File: src/rtl/alu_cmd_sequencer.sv
// Byte-stream command sequencer for the shared 8-bit ALU: parses CC/DD commands, fires the ALU and
// returns the 16-bit result LSB first over valid/ready. Optional port via `ALU_CLK_GATE_EN.
module alu_cmd_sequencer #(
  parameter int unsigned          DATA_W     = 8,
  parameter int unsigned          RES_W      = 16,
  parameter int unsigned          TIMEOUT    = 15,
  parameter logic [DATA_W-1:0]    CMD_OPER   = 8'hCC,
  parameter logic [DATA_W-1:0]    CMD_NOOPER = 8'hDD
) (
  input  logic              i_clk,
  input  logic              i_rst_n,
  input  logic [DATA_W-1:0] i_rx_data,
  input  logic              i_rx_valid,
  output logic [DATA_W-1:0] o_alu_a,
  output logic [DATA_W-1:0] o_alu_b,
  output logic [3:0]        o_alu_func,
  output logic              o_alu_en,
  input  logic [RES_W-1:0]  i_alu_result,
  input  logic              i_alu_valid,
  output logic [DATA_W-1:0] o_tx_data,
  output logic              o_tx_valid,
  input  logic              i_tx_ready,
`ifdef ALU_CLK_GATE_EN
  output logic              o_alu_clk_en,
`endif
  output logic              o_busy,
  output logic              o_err
);

  localparam int unsigned CntW = $clog2(TIMEOUT + 1);

  typedef enum logic [2:0] {
    StIdle, StGetA, StGetB, StGetFn, StRun, StWait, StTxLo, StTxHi
  } state_e;

  state_e              r_state;
  logic [CntW-1:0]     r_cnt;
  logic [RES_W-1:0]    r_res;
  logic [DATA_W-1:0]   r_alu_a;
  logic [DATA_W-1:0]   r_alu_b;
  logic [3:0]          r_alu_func;
  logic                r_alu_en;
  logic [DATA_W-1:0]   r_tx_data;
  logic                r_tx_valid;
  logic                r_err;

  always_ff @(posedge i_clk or negedge i_rst_n) begin
    if (!i_rst_n) begin
      r_state    <= StIdle;
      r_cnt      <= '0;
      r_res      <= '0;
      r_alu_a    <= '0;
      r_alu_b    <= '0;
      r_alu_func <= '0;
      r_alu_en   <= 1'b0;
      r_tx_data  <= '0;
      r_tx_valid <= 1'b0;
      r_err      <= 1'b0;
    end else begin
      r_alu_en <= 1'b0;
      r_err    <= 1'b0;
      case (r_state)
        StIdle: begin
          if (i_rx_valid) begin
            if (i_rx_data == CMD_OPER) begin
              r_state <= StGetA;
            end else if (i_rx_data == CMD_NOOPER) begin
              r_state <= StGetFn;
            end
          end
        end
        StGetA: begin
          if (i_rx_valid) begin
            r_alu_a <= i_rx_data;
            r_state <= StGetB;
          end
        end
        StGetB: begin
          if (i_rx_valid) begin
            r_alu_b <= i_rx_data;
            r_state <= StGetFn;
          end
        end
        StGetFn: begin
          if (i_rx_valid) begin
            r_alu_func <= i_rx_data[3:0];
            r_alu_en   <= 1'b1;
            r_state    <= StRun;
          end
        end
        StRun: begin
          r_cnt   <= '0;
          r_state <= StWait;
        end
        StWait: begin
          if (i_alu_valid) begin
            r_res      <= i_alu_result;
            r_tx_data  <= i_alu_result[DATA_W-1:0];
            r_tx_valid <= 1'b1;
            r_state    <= StTxLo;
          end else if (r_cnt == CntW'(TIMEOUT - 1)) begin
            // ALU never answered: abort without sending anything
            r_err   <= 1'b1;
            r_state <= StIdle;
          end else begin
            r_cnt <= r_cnt + 1'b1;
          end
        end
        StTxLo: begin
          if (i_tx_ready) begin
            r_tx_data <= r_res[RES_W-1:DATA_W];
            r_state   <= StTxHi;
          end
        end
        StTxHi: begin
          if (i_tx_ready) begin
            r_tx_valid <= 1'b0;
            r_state    <= StIdle;
          end
        end
        default: r_state <= StIdle;
      endcase
    end
  end

  assign o_alu_a    = r_alu_a;
  assign o_alu_b    = r_alu_b;
  assign o_alu_func = r_alu_func;
  assign o_alu_en   = r_alu_en;
  assign o_tx_data  = r_tx_data;
  assign o_tx_valid = r_tx_valid;
  assign o_err      = r_err;
  assign o_busy     = (r_state != StIdle);

`ifdef ALU_CLK_GATE_EN
  assign o_alu_clk_en = (r_state == StRun) || (r_state == StWait);
`endif

endmodule
File: config.mk
export PLATFORM = sky130hd
export DESIGN_NAME = alu_cmd_sequencer
export DESIGN_NICKNAME = d
export VERILOG_FILES = /design/src/rtl/alu_cmd_sequencer.sv
export SDC_FILE = /design/constraint.sdc
export NUM_CORES = 1
export LEC_CHECK = 0
export ABC_AREA = 1
export BUFFER_PORTS_ARGS = -buffer_cell sky130_fd_sc_hd__buf_2
export CORE_UTILIZATION = 53
export CTS_BUF_LIST = sky130_fd_sc_hd__clkbuf_4
export DETAILED_ROUTE_END_ITERATION = 10
export PLACE_DENSITY = 0.89
export SLEW_MARGIN = 20
export SYNTH_ARGS = -nofsm -noshare
export SYNTH_HDL_FRONTEND = slang
export SYNTH_SLANG_ARGS = --single-unit
File: constraint.sdc
create_clock -name i_clk -period 2 [get_ports i_clk]
set_input_delay 0.1 -clock i_clk [delete_from_list [all_inputs] [get_ports i_clk]]
set_output_delay 0.1 -clock i_clk [all_outputs]
set_load 0.05 [all_outputs]
==> results.cfg <==
[status]
outcome = finished, final reports clean

[clock_tree]
clock_latency_ns = 0.36
root_buffer = clkbuf_4
cts_resized = 0
htreeDepth = 2
cts_tree = done
cts_buffer_depth = 2
cts_buffers = 5
path_clk_slew_ns = 0.13
numClockSinks = 46

[finish]
finish.utilization_pct = 68.91
drive_gt1_share_pct = 27.30
antenna_cells = 0
syn_to_final_growth_pct = 21.75
nets = 346

[synth]
synth_area_leaders = dfrtp_1 54%, nand2_1 13%, o21ai_0 6.6%
synth-seq-cells = 46
synthTopCellsByCount = 74 x nand2_1, 46 x dfrtp_1, 29 x inv_1
synth_top_area_share_pct = 53.93
ys_async_sr_fraction_pct = 100.0
synth.cell_area_sq_mm = 0.002135
ys_seq_area_share_pct = 53.93
synth_area_per_cell_sq_um = 8.712
yosysTopAreaCell = dfrtp_1
synth_edf_count = 0
synthCells = 245
yosys_most_used_dff = dfrtp_1
yosysWarnings = 0
synth_cell_types = 27
synth.most_common_cell = nand2_1
syn-num-nets = 276

[flow_run]
maxCapViolations = 0

[worst_setup_path]
path_common_cell = nand2_1
worstPathRequired_ns = 2.28
r2r-start = r_state[0]
cp_cell_sequence = nand2_1 -> nor2_4 -> nand2_2 -> o21ai_4 -> nand2_1 -> o21ai_0
critical_path.top_delay_family = simple AND/OR/NAND/NOR gates
critPathCaptureType = register
cp_max_fo = 16
critPathBufInv = 0
cpMaxStageDelayCell = dfrtp_1
slowest_delay_ns = 0.58
timing.rr.end = o_tx_data[4]
cp-start-kind = register
rr_worst_depth = 6
crit_type = reg -> reg
rrSetupSlack_ns = 0.32
worstPathArrival_ns = 1.96

[power_and_ir_drop]
swShare_pct = 52.24
power_switching_mw = 2.220
power_frac_comb_pct = 52.5
internal_power_mw = 2.030
p_clk_share_pct = 10.1
ir_worst_vdd_uv = 1054
p_seq_share_pct = 37.4
p_leak_nw = 1.447
power_density_mw_per_mm2 = 1636
power.total_mw = 4.251

[timing]
tns_ns = 0
slew_viol_final = 0
hold_viol_final = 0
period_share_pct = 84.02
worstMarginPinSlew_ns = 0.5476
fin_skew_ns = 0.008914
hold_ws_ns = 0.01626
min_period_ns = 1.680
relSlewSlack_pct = 63.39
finalSetupViolCount = 0
rsz0062_at_grt = no
fmax_ghz = 0.5951

[route]
drtAntennaViolNets = 0
wl_per_cell_microns = 12.60
drt-total-wl_mm = 4.575
drtIter0Drc = 142
vias = 1853
viasPerCell = 5.105
first_pass_iters = 4
route.detailed.drc = 0

[floorplanning]
die_y_microns = 65.46
die_x_microns = 65.46
die-area_sq_mm = 0.004285
rows = 22
initial_core_util_pct = 56.60
ioPinCount = 61
core-area_sq_mm = 0.003771

[global_route]
grt_overflow = 0
grt_pass1_vias = 1734
grt_max_degree = 30
track_usage_pct = 23.68
antenna_found_initial = 0
grt_first_pass_wirelength_mm = 7.617

[placement]
io_buffer_count = 60
dp_hpwl_mm = 3.297
place.gp.congestion = 0.8264

[min_path]
min_from = i_alu_result[15]
whs_endpoint = r_res[15]
hold_path_depth = 3
hold_path_class = in -> reg
## metrics by stage
step	instances	instance area (sq um)	worst slack, ns
final	363	2599	0.3195
after detailed placement	348	2466	0.3487
after CTS	363	2599	0.3192
after global routing	363	2599	0.1752
after global placement	348	2466	0.4831
after floorplan	245	2135	0.5961
## flip-flops by register name (all words and copies together) (netlist names)
name / flops
r_cnt: 4
o_alu_b: 8
o_alu_a: 8
r_state: 3
o_alu_en: 1
o_tx_valid: 1
o_err: 1
o_tx_data: 8
r_res: 8
o_alu_func: 4
## what timing repair did
item                                    CTS  global route
endpoints found under the setup margin    0             0
hold endpoints to repair                 24             0
setup buffers                             0             0
hold buffers                              8             0
## final cells by class
cell class | count | area, sq um
Sequential cell | 46 | 1151
Clock inverter | 1 | 7.507
Multi-Input combinational cell | 162 | 824.5
Inverter | 30 | 115.1
Fill cell | 299 | 1172
Clock buffer | 6 | 45.04
Tap cell | 48 | 60.06
Timing Repair Buffer | 70 | 395.4
## cell families (layout without fill, tap and decap cells)
group	after synthesis	after routing	share of synthesized area [%]
flip-flops	46	46	53.93
adder cells (fa/ha/maj)	2	2	1.172
multiplexers	7	7	3.693
AO/OA/AOI/OAI	38	38	10.08
XOR/XNOR	2	2	0.8208
AND/OR/NAND/NOR	113	113	22.86
buffers and inverters	37	107	7.444
## layer usage
layer	vias up	GRT usage (%)	share of wire [%]
met5	-	0	0
li1	907	-	-
met3	15	6.597	5.8
met1	866	28.31	43
met4	0	11.41	2.9
met2	65	39.18	49
## worst reg2reg max path, stage by stage, from the launching register on
cell,delay [ns]
dfrtp_1,0.58
nand2_1,0.19
nor2_4,0.17
nand2_2,0.21
o21ai_4,0.24
nand2_1,0.11
o21ai_0,0.11
## worst max-delay path by stage
stage               cells past startpoint      endpoint  startpoint  slack [ns]
floorplan                               6     r_res[10]  r_state[0]        0.60
detailed placement                      6  o_tx_data[4]  r_state[0]        0.35
CTS                                     6  o_tx_data[4]  r_state[0]        0.32
finish                                  6  o_tx_data[4]  r_state[0]        0.32
global placement                        5  o_tx_data[3]  r_state[0]        0.48
global route                            6  o_tx_data[4]  r_state[0]        0.18
## cell usage in the layout, fill, tap and decap left out, types with 2 or more instances in the layout
| master | Yosys | final |
|---|---|---|
| nand2_1 | 74 | 74 |
| buf_2 | 2 | 60 |
| dfrtp_1 | 46 | 46 |
| inv_1 | 29 | 29 |
| o21ai_0 | 28 | 28 |
| nand3_1 | 16 | 16 |
| nor2_1 | 15 | 15 |
| dlygate4sd3_1 | 0 | 8 |
| mux2_2 | 7 | 7 |
| clkbuf_4 | 0 | 6 |
| a21oi_1 | 4 | 4 |
| nand2_2 | 3 | 3 |
| o21ai_2 | 2 | 2 |
| xor2_1 | 2 | 2 |
| ha_1 | 2 | 2 |
| buf_4 | 2 | 2 |
## power by group through the flow
stage / sequential (mW) / clock [mW] / combinational [mW]
CTS: 1.59 / 0.437 / 2.24
global route: 1.64 / 0.474 / 2.41
floorplan: 2.52 / 0 / 0.806
finish: 1.59 / 0.429 / 2.23
global placement: 1.59 / 0 / 2.18
detailed placement: 1.60 / 0 / 2.23
(Power assumes the default switching activity.)
